`config.mk`:
```
export PLATFORM = sky130hd
export DESIGN_NAME = pipeline_hazard_ctrl
export DESIGN_NICKNAME = d
export VERILOG_FILES = /design/src/rtl/pipeline_pkg.sv /design/src/rtl/raw_detect.sv /design/src/rtl/pipeline_hazard_ctrl.sv
export SDC_FILE = /design/constraint.sdc
export NUM_CORES = 1
export LEC_CHECK = 0
export CAP_MARGIN = 10
export CORE_UTILIZATION = 38
export DETAILED_ROUTE_END_ITERATION = 10
export HOLD_SLACK_MARGIN = 0.15
export PLACE_DENSITY = 0.95
export SLEW_MARGIN = 15
export SYNTH_ARGS = -nofsm -noshare
export SYNTH_HDL_FRONTEND = slang
export SYNTH_HIERARCHICAL = 1
export SYNTH_SLANG_ARGS = --single-unit
```
`constraint.sdc`:
```
create_clock -name clk -period 4.2 [get_ports clk]
set_input_delay 0.84 -clock clk [delete_from_list [all_inputs] [get_ports clk]]
set_output_delay 0.84 -clock clk [all_outputs]
set_load 0.03 [all_outputs]
```
`src/rtl/pipeline_pkg.sv`:
```
// Shared types for the RAT core hazard/flush controller: decode classes and FSM states.
// No timing of its own; helpers are elaborated at compile time.
package pipeline_pkg;

  typedef enum logic [3:0] {
    TYPE_BRANCH_LO = 4'd1,
    TYPE_BRANCH_HI = 4'd5,
    TYPE_CALL      = 4'd6,
    TYPE_RET_LO    = 4'd7,
    TYPE_RET_HI    = 4'd9
  } instr_class_e;

  typedef enum logic [1:0] {
    ST_IDLE   = 2'd0,
    ST_STALL  = 2'd1,
    ST_RETURN = 2'd2,
    ST_FLUSH  = 2'd3
  } hazard_state_t;

  function automatic int max_of(input int a, input int b);
    return (a > b) ? a : b;
  endfunction

endpackage

```
`src/rtl/raw_detect.sv`:
```
// Read-after-write comparator of decode sources against the EX and WB destinations.
// Purely combinational, zero latency; never stalls, it only reports.
module raw_detect #(
  parameter int REG_AW = 5,
  parameter int FWD_EN = 1
) (
  input  logic [REG_AW-1:0] reg_a,
  input  logic [REG_AW-1:0] reg_b,
  input  logic              a_read,
  input  logic              b_read,
  input  logic [REG_AW-1:0] reg_ex,
  input  logic [REG_AW-1:0] reg_wb,
  input  logic              reg_ex_en,
  input  logic              reg_wb_en,
  output logic              raw_ex,
  output logic              raw_wb,
  output logic              fwd_a_sel,
  output logic              fwd_b_sel
);

  logic a_hits_wb;
  logic b_hits_wb;

  assign raw_ex = reg_ex_en && ((a_read && (reg_a == reg_ex)) || (b_read && (reg_b == reg_ex)));

  assign a_hits_wb = reg_wb_en && a_read && (reg_a == reg_wb);
  assign b_hits_wb = reg_wb_en && b_read && (reg_b == reg_wb);
  assign raw_wb    = a_hits_wb || b_hits_wb;

  // A pending EX write is younger than WB, so it owns the operand and blocks forwarding.
  assign fwd_a_sel = (FWD_EN != 0) && a_hits_wb && !raw_ex;
  assign fwd_b_sel = (FWD_EN != 0) && b_hits_wb && !raw_ex;

endmodule

```
`src/rtl/pipeline_hazard_ctrl.sv`:
```
// Hazard/flush controller between decode and fetch: RAW stalls, wrong-path squash, deferred interrupts.
// Outputs are combinational from state and inputs (zero-cycle hazard response); stalls hold fetch/decode.
module pipeline_hazard_ctrl
  import pipeline_pkg::*;
#(
  parameter int REG_AW       = 5,
  parameter int TYPE_W       = 4,
  parameter int FWD_EN       = 1,
  parameter int BRANCH_FLUSH = 2,
  parameter int CALL_FLUSH   = 2,
  parameter int RETURN_FLUSH = 3,
  parameter int INT_FLUSH    = 2,
  parameter int RESET_FLUSH  = 2
) (
  input  logic              clk,
  input  logic              reset,
  input  logic [REG_AW-1:0] reg_a,
  input  logic [REG_AW-1:0] reg_b,
  input  logic              a_read,
  input  logic              b_read,
  input  logic [REG_AW-1:0] reg_ex,
  input  logic [REG_AW-1:0] reg_wb,
  input  logic              reg_ex_en,
  input  logic              reg_wb_en,
  input  logic [TYPE_W-1:0] instr_type,
  input  logic              branch_taken,
  input  logic              interrupt,
  output logic              imem_addr_mux,
  output logic              fetch_latch_stall,
  output logic              dec_nop,
  output logic              pc_inc,
  output logic              pc_load,
  output logic              pc_reset,
  output logic              pc_mux_override,
  output logic              fwd_a_sel,
  output logic              fwd_b_sel,
  output logic              int_ack,
  output logic              busy
);

  localparam int MAX_FLUSH = max_of(max_of(max_of(BRANCH_FLUSH, CALL_FLUSH),
                                           max_of(RETURN_FLUSH, INT_FLUSH)), RESET_FLUSH);
  localparam int CNT_W = $clog2(MAX_FLUSH + 1);

  localparam logic [CNT_W-1:0] CNT_BRANCH = CNT_W'(BRANCH_FLUSH);
  localparam logic [CNT_W-1:0] CNT_CALL   = CNT_W'(CALL_FLUSH);
  localparam logic [CNT_W-1:0] CNT_RET    = CNT_W'(RETURN_FLUSH - 1);
  localparam logic [CNT_W-1:0] CNT_INT    = CNT_W'(INT_FLUSH);
  localparam logic [CNT_W-1:0] CNT_RESET  = CNT_W'(RESET_FLUSH);
  localparam logic [CNT_W-1:0] CNT_ONE    = CNT_W'(1);

  hazard_state_t    state_q, state_d;
  logic [CNT_W-1:0] cnt_q, cnt_d;
  logic             int_pending_q, int_pending_d;

  logic raw_ex, raw_wb, fwd_a, fwd_b;
  logic ret, call, int_req, hazard, stall;
  logic nop_c, load_c, override_c, ack_c;

  raw_detect #(
    .REG_AW (REG_AW),
    .FWD_EN (FWD_EN)
  ) u_raw_detect (
    .reg_a     (reg_a),
    .reg_b     (reg_b),
    .a_read    (a_read),
    .b_read    (b_read),
    .reg_ex    (reg_ex),
    .reg_wb    (reg_wb),
    .reg_ex_en (reg_ex_en),
    .reg_wb_en (reg_wb_en),
    .raw_ex    (raw_ex),
    .raw_wb    (raw_wb),
    .fwd_a_sel (fwd_a),
    .fwd_b_sel (fwd_b)
  );

  assign ret     = (instr_type >= TYPE_W'(TYPE_RET_LO)) && (instr_type <= TYPE_W'(TYPE_RET_HI));
  assign call    = (instr_type == TYPE_W'(TYPE_CALL));
  assign int_req = interrupt || int_pending_q;
  assign hazard  = raw_ex || ((FWD_EN == 0) && raw_wb);
  assign stall   = hazard || (state_q == ST_STALL) || ((state_q == ST_IDLE) && ret);

  always_comb begin
    state_d       = state_q;
    cnt_d         = cnt_q;
    int_pending_d = int_pending_q;
    nop_c         = 1'b0;
    load_c        = 1'b0;
    override_c    = 1'b0;
    ack_c         = 1'b0;
    case (state_q)
      ST_IDLE: begin
        if (int_req) begin
          ack_c   = 1'b1;
          nop_c   = 1'b1;
          state_d = ST_FLUSH;
          cnt_d   = CNT_INT;
        end else if (hazard) begin
          nop_c   = 1'b1;
          state_d = ST_STALL;
        end else if (call) begin
          nop_c   = 1'b1;
          state_d = ST_FLUSH;
          cnt_d   = CNT_CALL;
        end else if (branch_taken && !ret) begin
          load_c  = 1'b1;
          nop_c   = 1'b1;
          state_d = ST_FLUSH;
          cnt_d   = CNT_BRANCH;
        end else if (ret) begin
          nop_c   = 1'b1;
          state_d = ST_RETURN;
        end
      end
      ST_STALL: begin
        nop_c = 1'b1;
        if (int_req) begin
          ack_c   = 1'b1;
          state_d = ST_FLUSH;
          cnt_d   = CNT_INT;
        end else if (!hazard) begin
          state_d = ST_IDLE;
        end
      end
      ST_RETURN: begin
        // Redirect cycle: the return address is loaded, remaining bubbles follow in FLUSH.
        load_c     = 1'b1;
        override_c = 1'b1;
        nop_c      = 1'b1;
        state_d    = ST_FLUSH;
        cnt_d      = CNT_RET;
        if (interrupt) int_pending_d = 1'b1;
      end
      default: begin
        nop_c = 1'b1;
        cnt_d = cnt_q - CNT_ONE;
        if (cnt_q == CNT_ONE) state_d = ST_IDLE;
        if (interrupt) int_pending_d = 1'b1;
      end
    endcase
    if (ack_c) int_pending_d = 1'b0;
  end

  always_ff @(posedge clk) begin
    if (reset) begin
      state_q       <= ST_FLUSH;
      cnt_q         <= CNT_RESET;
      int_pending_q <= 1'b0;
    end else begin
      state_q       <= state_d;
      cnt_q         <= cnt_d;
      int_pending_q <= int_pending_d;
    end
  end

  // During reset only pc_reset and dec_nop may be high, whatever the stale state says.
  assign pc_reset          = reset;
  assign dec_nop           = reset || nop_c;
  assign pc_load           = !reset && load_c;
  assign pc_mux_override   = !reset && override_c;
  assign int_ack           = !reset && ack_c;
  assign fetch_latch_stall = !reset && stall;
  assign imem_addr_mux     = !reset && stall;
  assign pc_inc            = !reset && !load_c && !stall;
  assign fwd_a_sel         = !reset && fwd_a;
  assign fwd_b_sel         = !reset && fwd_b;
  assign busy              = !reset && (state_q != ST_IDLE);

endmodule

```
# Word-level counts from Yosys, hierarchy flattened
# Cells that the tools add are included.
# op_classes
addsub	1
n_lt_le_gt_ge	2
eq_ne	13
n_mux	29
n_bitwise	1
reduce_logical	39
# ops
cell	count
$mux W2	13
$logic_and A1 B1 Y1	21
$eq A5 B5 Y1	4
$mux W1	13
$pmux W2 S3	2
$ne A3 B3 Y1 const B	2
$ne A6 B5 Y1 const B	1
$reduce_and A3 Y1	2
$logic_not A1 Y1	5
$logic_or A1 B1 Y1	5
$eq A2 B1 Y1 const B	2
$eq A4 B3 Y1 const B	1
$ge A4 B3 Y1 const B	1
$le A4 B4 Y1 const B	1
$ne A4 B3 Y1 const B	1
$reduce_bool A4 Y1	1
$reduce_or A2 Y1	2
$eq A2 B2 Y1 const B	1
$logic_not A2 Y1	1
$ne A2 B2 Y1 const B	1
$pmux W1 S2	1
$reduce_and A2 Y1	1
$reduce_bool A2 Y1	1
$sub A2 B1 Y2 const B	1
$not A1 Y1	1
# word_totals
ff_bits	5
in_bits	32
out_inout_bits	11

# Depth between registers and ports, before layout
# Gate-level depths: netlist of the first run.
# logic_depth
word_depth	12
mapped_depth	6
mapped_depth_nobuf	6

# Cells and area by module
# The synthesis of the first run kept the hierarchy.
# modules_own_cells
mod	instances	cells_per_inst	area_each_um2
pipeline_hazard_ctrl	1	53	401.6
raw_detect	1	32	252.7

# Least setup slack after synthesis of the first run
# No wires, ideal clock.
# synth_timing
kind	in2out
startpoint	input reg_b[1]
endpoint	output imem_addr_mux
t_arrival_ns	2.767
required_ns	3.360
path_slack_ns	0.593
cell_stages	6
n_path_buf	1
cell_sequence	xnor2_1 nand4_1 o22ai_1 inv_1 a221oi_1 buf_4
# synth_via
elab_chain_cells	7
# synth_rtl
element	line	source
start, declared	pipeline_hazard_ctrl.sv:18	input logic [REG_AW-1:0] reg_b,
$eq A5 B5 Y1	raw_detect.sv:24	assign raw_ex = reg_ex_en && ((a_read && (reg_a == reg_ex)) || (b_read && (reg_b == reg_ex)));
$logic_and A1 B1 Y1	raw_detect.sv:24	
$logic_or A1 B1 Y1	raw_detect.sv:24	
$logic_and A1 B1 Y1	raw_detect.sv:24	
net hazard	pipeline_hazard_ctrl.sv:57	logic ret, call, int_req, hazard, stall;
$logic_or A1 B1 Y1 (2 in series)	pipeline_hazard_ctrl.sv:82	assign stall = hazard || (state_q == ST_STALL) || ((state_q == ST_IDLE) && ret);
$logic_and A1 B1 Y1	--	
end, declared	pipeline_hazard_ctrl.sv:28	output logic imem_addr_mux,
# The timed path passes the listed nets, and every way through them passes these cells.

# Worst setup path after layout of the first run
# layout_timing
startpoint	input reg_b[3]
endpoint	output fetch_latch_stall
# layout_via
elab_chain_cells	7
# layout_rtl
element	line	source
$eq A5 B5 Y1	raw_detect.sv:24	
$logic_and A1 B1 Y1	raw_detect.sv:24	
$logic_or A1 B1 Y1	raw_detect.sv:24	
$logic_and A1 B1 Y1	raw_detect.sv:24	
net hazard	pipeline_hazard_ctrl.sv:57	
$logic_or A1 B1 Y1 (2 in series)	pipeline_hazard_ctrl.sv:82	
$logic_and A1 B1 Y1	pipeline_hazard_ctrl.sv:163	assign fetch_latch_stall = !reset && stall;
end, declared	pipeline_hazard_ctrl.sv:29	output logic fetch_latch_stall,
# The timed path passes the listed nets, and every way through them passes these cells.

==> results of run 1 <==
[sequential cells by signal, indices dropped and copies added, names as in the netlist]
| signal | count |
|---|---|
| cnt_q | 2 |
| state_q | 2 |
| int_pending_q | 1 |
[cell type report]
cell class	instances	area, um^2	area share (%)
flip-flops and latches	5	100	9.10
well taps	16	20.0	1.82
clock buffers	4	26.3	2.39
repair buffers	43	430	39.1
multi-input cells	72	515	46.9
inverters	2	7.51	0.683
[critical path, delay by kind of cell]
kind,cells,cell delay (ps)
buffers and inverters,3,1400
XOR/XNOR,1,130
AND/OR/NAND/NOR,1,110
AO/OA/AOI/OAI,2,730
[metrics by stage]
step           hold WS [ps]  instance area (um^2)
2_1_floorplan           453                   651
3_3_place_gp            461                  1070
3_5_place_dp            490                  1070
4_1_cts                 496                  1100
5_1_grt                 518                  1100
6_report                494                  1100
[how the worst max path moves through the flow]
stage,slack (ps),endpoint
after CTS,150,imem_addr_mux
after detailed placement,150,imem_addr_mux
after floorplan,590,imem_addr_mux
after global placement,260,fetch_latch_stall
final,140,fetch_latch_stall
after global routing,20,fetch_latch_stall
[per-layer routing]
metal	part of all wire [%]	routed length, um	track usage (%)	vias to the layer above
li1	-	-	-	384
met1	35	641	17.3	348
met2	57	1060	46.4	40
met3	6.1	112	2.08	4
met4	1.8	34	10.0	0
met5	0	0	0	-
[timing repair]
item,4_1_cts,5_1_grt
setup buffers,0,0
endpoints found under the setup margin,0,2
gates resized for setup,0,1
[power by group through the flow]
stage / Combinational [uW] / Sequential [uW] / Clock (uW)
2_1_floorplan: 59.0 / 58.2 / 0
3_3_place_gp: 104 / 62.1 / 0
3_5_place_dp: 107 / 63.0 / 0
4_1_cts: 107 / 61.9 / 57.9
5_1_grt: 116 / 63.1 / 61.6
6_report: 107 / 62.1 / 57.4
==> summary.md, run 1 <==
| Metric | Value |
|---|---|
| Result of the run | finished with violations |
| Violations in the final reports | design-rule violations |
| Maximum number of pins on one net before global-route repair | 13 |
| Min Clock Period, post-route | between 4000 and 5000 ps |
| H-tree levels | 1 |
| Non-filler instance count after layout | about 140 |
| Number of iterations in the first detailed-routing pass | 7 |
| Clock tree root buffer cell | sky130_fd_sc_hd__clkbuf_4 |
| Core Footprint | 1560 um^2 |
| Diode count | 0 |
| DIE HEIGHT | approximately 43 um |
| Die width | 43.4 um |
| RSZ-0062 raised after global routing | false |
| Number of max-slew violations in the final report | 0 |
| Logic gate share of total power | 47.2% |
| Worst max-slew margin expressed relative to the limit | between 60% and 70% |
| Flop pwr share | 27.4% |
| Cell mode on critical path | sky130_fd_sc_hd__clkdlybuf4s50_1 |
| Internal power contribution | roughly 150 uW |
| Hold Buf Count CTS | 0 |
| Period utilisation layout | 96.7% |
| Netlist Area Pre-Place | 651 um^2 |
| Power density over the cells | 206 nW/um^2 |
| Top fanout value on the critical path | 4 |
| Detailed-route wire length per cell | 13.0 um |
| TritonCTS buffer count | 3 |
| CP arrival | about 3200 ps |
| Setup violations, final | 0 |
| Clock slew seen by the registers of the worst setup and hold paths | about 50 ps |
| Initial cell density of the core | 41.7% |
| Worst VDD drop | 0.0820 mV |
| Switching Share | 33.6% |
| Area Overhead vs Synth | 69.0% |
| First-iteration detailed-routing DRC count | 14 |
| Dpl hpwl | ~1700 um |
| Minimum setup slack after placement | roughly 150 ps |
| Routed vias/inst | about 5.5 |
| Count of unresolved DRC violations after routing | 6 |
| Total I/O pin count | 43 |
| Critical path capture point type | primary output |
| Placement row count | 14 |
| Total clock sinks | 5 |
| Start point of the worst hold path | cnt_q[0] |
| Setup slack, reg-to-reg | 2870 ps |
| Worst clock skew | 2.20 ps |
| Syn_area_per_cell | 7.75 um^2 |
| Number of fill cells in the layout | 128 |
| Tightest Pin Transition | ~470 ps |
| Post-Syn Instances | 84 |
| R2R Path End | cnt_q[0] |
| Number of nets in the layout | 160 |
| Count of cells along the worst register-to-register path | 3 |
| Slowest stage cell on the critical path | sky130_fd_sc_hd__clkdlybuf4s50_1 |
| Start point of the critical path | reg_b[3] |
| Required arrival time at the worst endpoint | 3360 ps |
| Maximum clock frequency | ~0.25 GHz |
| Synthesized netlist net count | 117 |
| Placer Congestion | 0.806 |
| Clock tree from TritonCTS | done |
| Endpoints failing hold | 0 |
| Most frequent cells in the layout | 41 x sky130_fd_sc_hd__clkdlybuf4s50_1, 13 x sky130_fd_sc_hd__nor2_1, 12 x sky130_fd_sc_hd__xnor2_1 |
| CP peak stage delay | 750 ps |
| Placed cell count | 138 |
| Type of the worst setup path | in2out |
| Critical path, cell by cell | clkdlybuf4s50_1, xnor2_1, nand4_1, o22ai_1, inv_1, a221oi_1, clkdlybuf4s50_1 |
| Start of the worst register-to-register path | state_q[0] |
| Synth warn | 6 |
| Ratio of cells with drive above 1 in the final layout | 8.73% |
| Die area | 1880 um^2 |
| Later-pin clock latency in the skew report | approximately 240 ps |
| Number of global-route vias before repair | 834 |
| Wire length of the first global-routing pass | 3020 um |
| Worst hold stages | 2 |
| Leak pwr | 0.000405 uW |
| Net switching power | approximately 76 uW |
| Final Worst Setup Slack | 139 ps |
| Max-cap violations | 0 |
| Maximum buffer depth of the clock tree | 2 |
| Path class of the lowest-slack min-delay path | reg2reg |
| Startpoint type of the worst setup path | input port |
| Total Neg Setup Slack | 0 ps |
| Clk network pwr share | about a quarter |
| Post-detailed-routing wire length | 1840 um |
| Sink of the worst hold path | cnt_q[0] |
| All-layer global routing usage | 20.9% |
| IO Port Bufs | 42 |
| Most frequent standard cell in the layout excluding fill and tap cells | sky130_fd_sc_hd__clkdlybuf4s50_1 |
| Overall Power | 226 uW |
| Number of vias in the routed layout | 776 |
| Final Core Density | slightly above 70% |
| Leftover overflow at the end of global routing | 0 |
| Post-DRT Antenna Nets | 0 |
| Antenna violations before repair | 0 |
(Power assumes the default switching activity.)
==> inputs of run 2 (changes only) <==
--- a/config.mk
+++ b/config.mk
@@ -6,10 +6,11 @@
 export NUM_CORES = 1
 export LEC_CHECK = 0
 export CAP_MARGIN = 10
-export CORE_UTILIZATION = 38
+export CORE_ASPECT_RATIO = 0.75
+export CORE_UTILIZATION = 35
 export DETAILED_ROUTE_END_ITERATION = 10
 export HOLD_SLACK_MARGIN = 0.15
-export PLACE_DENSITY = 0.95
+export PLACE_DENSITY = 0.9
 export SLEW_MARGIN = 15
 export SYNTH_ARGS = -nofsm -noshare
 export SYNTH_HDL_FRONTEND = slang
==> constraint.sdc (replaced) <==
create_clock -name clk -period 4.3 [get_ports clk]
set_input_delay 0.86 -clock clk [delete_from_list [all_inputs] [get_ports clk]]
set_output_delay 0.86 -clock clk [all_outputs]
set_load 0.03 [all_outputs]
==> summary.md, run 2 (same netlist as run 1, synthesis figures left out) <==
| Metric | Value |
|---|---|
| Worst hold stages | 2 |
| Type of the worst setup path | in2out |
| Routed vias/inst | approximately 5.3 |
| Antenna violations before repair | 0 |
| Required arrival time at the worst endpoint | 3440 ps |
| Worst VDD drop | 0.165 mV |
| Max-cap violations | 0 |
| Total placed instance area | ~1100 um^2 |
| Tightest Pin Transition | 572 ps |
| Detailed-route wire length per cell | 14.6 um |
| Critical path capture point type | primary output |
| Area of combinational cells with multiple inputs | ~520 um^2 |
| Area taken by flip-flops and latches | 100 um^2 |
| DIE HEIGHT | 39.3 um |
| Core Footprint | 1740 um^2 |
| Start of the worst register-to-register path | state_q[1] |
| Clock tree root buffer cell | sky130_fd_sc_hd__clkbuf_4 |
| Path class of the lowest-slack min-delay path | reg2reg |
| IO Port Bufs | 42 |
| Die width | 51.8 um |
| All-layer global routing usage | 23.1% |
| Min Clock Period, post-route | about 4200 ps |
| Maximum clock frequency | 0.239 GHz |
| Total Neg Setup Slack | 0 ps |
| Wire length of the first global-routing pass | between 3000 and 4000 um |
| Placer Congestion | between 0.8 and 0.9 |
| Sink of the worst hold path | cnt_q[0] |
| Initial cell density of the core | ~37% |
| Number of global-route vias before repair | 722 |
| Count of cells along the worst register-to-register path | 3 |
| Top fanout value on the critical path | 7 |
| Placement row count | 13 |
| Area Overhead vs Synth | 69.6% |
| Setup violations, final | 0 |
| Number of iterations in the first detailed-routing pass | 4 |
| Clock tree from TritonCTS | done |
| Endpoints failing hold | 0 |
| Start point of the worst hold path | cnt_q[0] |
| Number of fill cells in the layout | 143 |
| Non-Filler Cell Area, Final | 1100 um^2 |
| Later-pin clock latency in the skew report | 250 ps |
| R2R Path End | cnt_q[1] |
| Result of the run | finished clean |
| Most frequent standard cell in the layout excluding fill and tap cells | sky130_fd_sc_hd__clkdlybuf4s50_1 |
| Setup slack, reg-to-reg | 2920 ps |
| Leak pwr | between 0.0003 and 0.0004 uW |
| CP arrival | 3320 ps |
| First-iteration detailed-routing DRC count | 32 |
| Leftover overflow at the end of global routing | 0 |
| Ratio of cells with drive above 1 in the final layout | 8.80% |
| TritonCTS buffer count | 3 |
| Minimum setup slack after placement | between 40 and 50 ps |
| Most frequent cells in the layout | 42 x sky130_fd_sc_hd__clkdlybuf4s50_1, 13 x sky130_fd_sc_hd__nor2_1, 12 x sky130_fd_sc_hd__xnor2_1 |
| Count of unresolved DRC violations after routing | 0 |
| Maximum number of pins on one net before global-route repair | 13 |
| Power density over the cells | 204 nW/um^2 |
| Number of nets in the layout | 159 |
| Number of max-slew violations in the final report | 0 |
| Post-detailed-routing wire length | 2150 um |
| Hold Buf Count CTS | 0 |
| Registers with the highest flip-flop counts | cnt_q x2, state_q x2, int_pending_q x1 |
| Total I/O pin count | 43 |
| Startpoint type of the worst setup path | input port |
| Clock slew seen by the registers of the worst setup and hold paths | approximately 40 ps |
| RSZ-0062 raised after global routing | false |
| Maximum buffer depth of the clock tree | 2 |
| H-tree levels | 1 |
| Diode count | 0 |
| Total clock sinks | 5 |
| Period utilisation layout | 97.3% |
| Worst max-slew margin expressed relative to the limit | 61.5% |
| Die area | 2040 um^2 |
| Worst clock skew | 0.476 ps |
| Final Worst Setup Slack | 117 ps |
| Post-DRT Antenna Nets | 0 |
| Dpl hpwl | 1800 um |
| Number of vias in the routed layout | roughly 780 |
[run 2: changes by cell type in the layout (fill, tap and decap cells not counted)]
| cell | delta |
|---|---|
| sky130_fd_sc_hd__clkdlybuf4s50_1 | +1 |
| sky130_fd_sc_hd__buf_4 | -1 |
| sky130_fd_sc_hd__dlymetal6s2s_1 | -1 |
| sky130_fd_sc_hd__o22ai_2 | +1 |
| sky130_fd_sc_hd__o22ai_1 | -1 |
[run 2: area by class of cell]
cell class / instances / share of cell area [%]
repair buffers: 42 / 38.1
multi-input cells: 72 / 47.3
inverters: 2 / 0.680
clock buffers: 4 / 2.38
well taps: 22 / 2.49
flip-flops and latches: 5 / 9.07
[run 2: what timing repair did]
item | 4_1_cts | 5_1_grt
hold endpoints to repair | 0 | 0
setup endpoints to repair | 0 | 2
resized for setup | 0 | 1
setup buffers | 0 | 0
[run 2: layer usage]
metal / vias to the layer above / wire (um) / global-route usage, %
li1: 381 / - / -
met1: 364 / 944 / 28.8
met2: 32 / 1070 / 41.9
met3: 2 / 131 / 5.81
met4: 0 / 6 / 2.03
met5: - / 0 / 0
[run 2: power breakdown]
group | total (uW) | internal [uW] | switching (uW)
Sequential | 60.7 | 53.6 | 7.07
Combinational | 108 | 58.3 | 49.3
Clock | 56.6 | 35.2 | 21.4
[run 2: worst max-delay path by stage]
stage	startpoint	to	slack, ps	depth (start not counted)
after floorplan	reg_b[1]	imem_addr_mux	650	6
after global placement	reg_b[4]	imem_addr_mux	120	7
after detailed placement	reg_b[4]	imem_addr_mux	50	7
after CTS	reg_b[4]	imem_addr_mux	20	7
after global routing	reg_b[3]	fetch_latch_stall	70	7
final	reg_b[4]	imem_addr_mux	120	7
[run 2: worst max-delay path, cell delays in order]
cell                              delay, ps
sky130_fd_sc_hd__clkdlybuf4s50_1        450
sky130_fd_sc_hd__xnor2_1                230
sky130_fd_sc_hd__nand4_1                140
sky130_fd_sc_hd__o22ai_2                340
sky130_fd_sc_hd__nor2_1                 150
sky130_fd_sc_hd__a221oi_1               410
sky130_fd_sc_hd__clkdlybuf4s50_1        750
[run 2: through the flow]
step | util (%) | std cells | power [uW] | hold WS, ps
finish | 63.4 | 147 | 225 | 480
global route | 63.4 | 147 | 239 | 517
CTS | 63.0 | 147 | 224 | 484
detailed placement | 61.5 | 143 | 167 | 477
global placement | 61.5 | 143 | 163 | 463
floorplan | - | 84 | 114 | 453
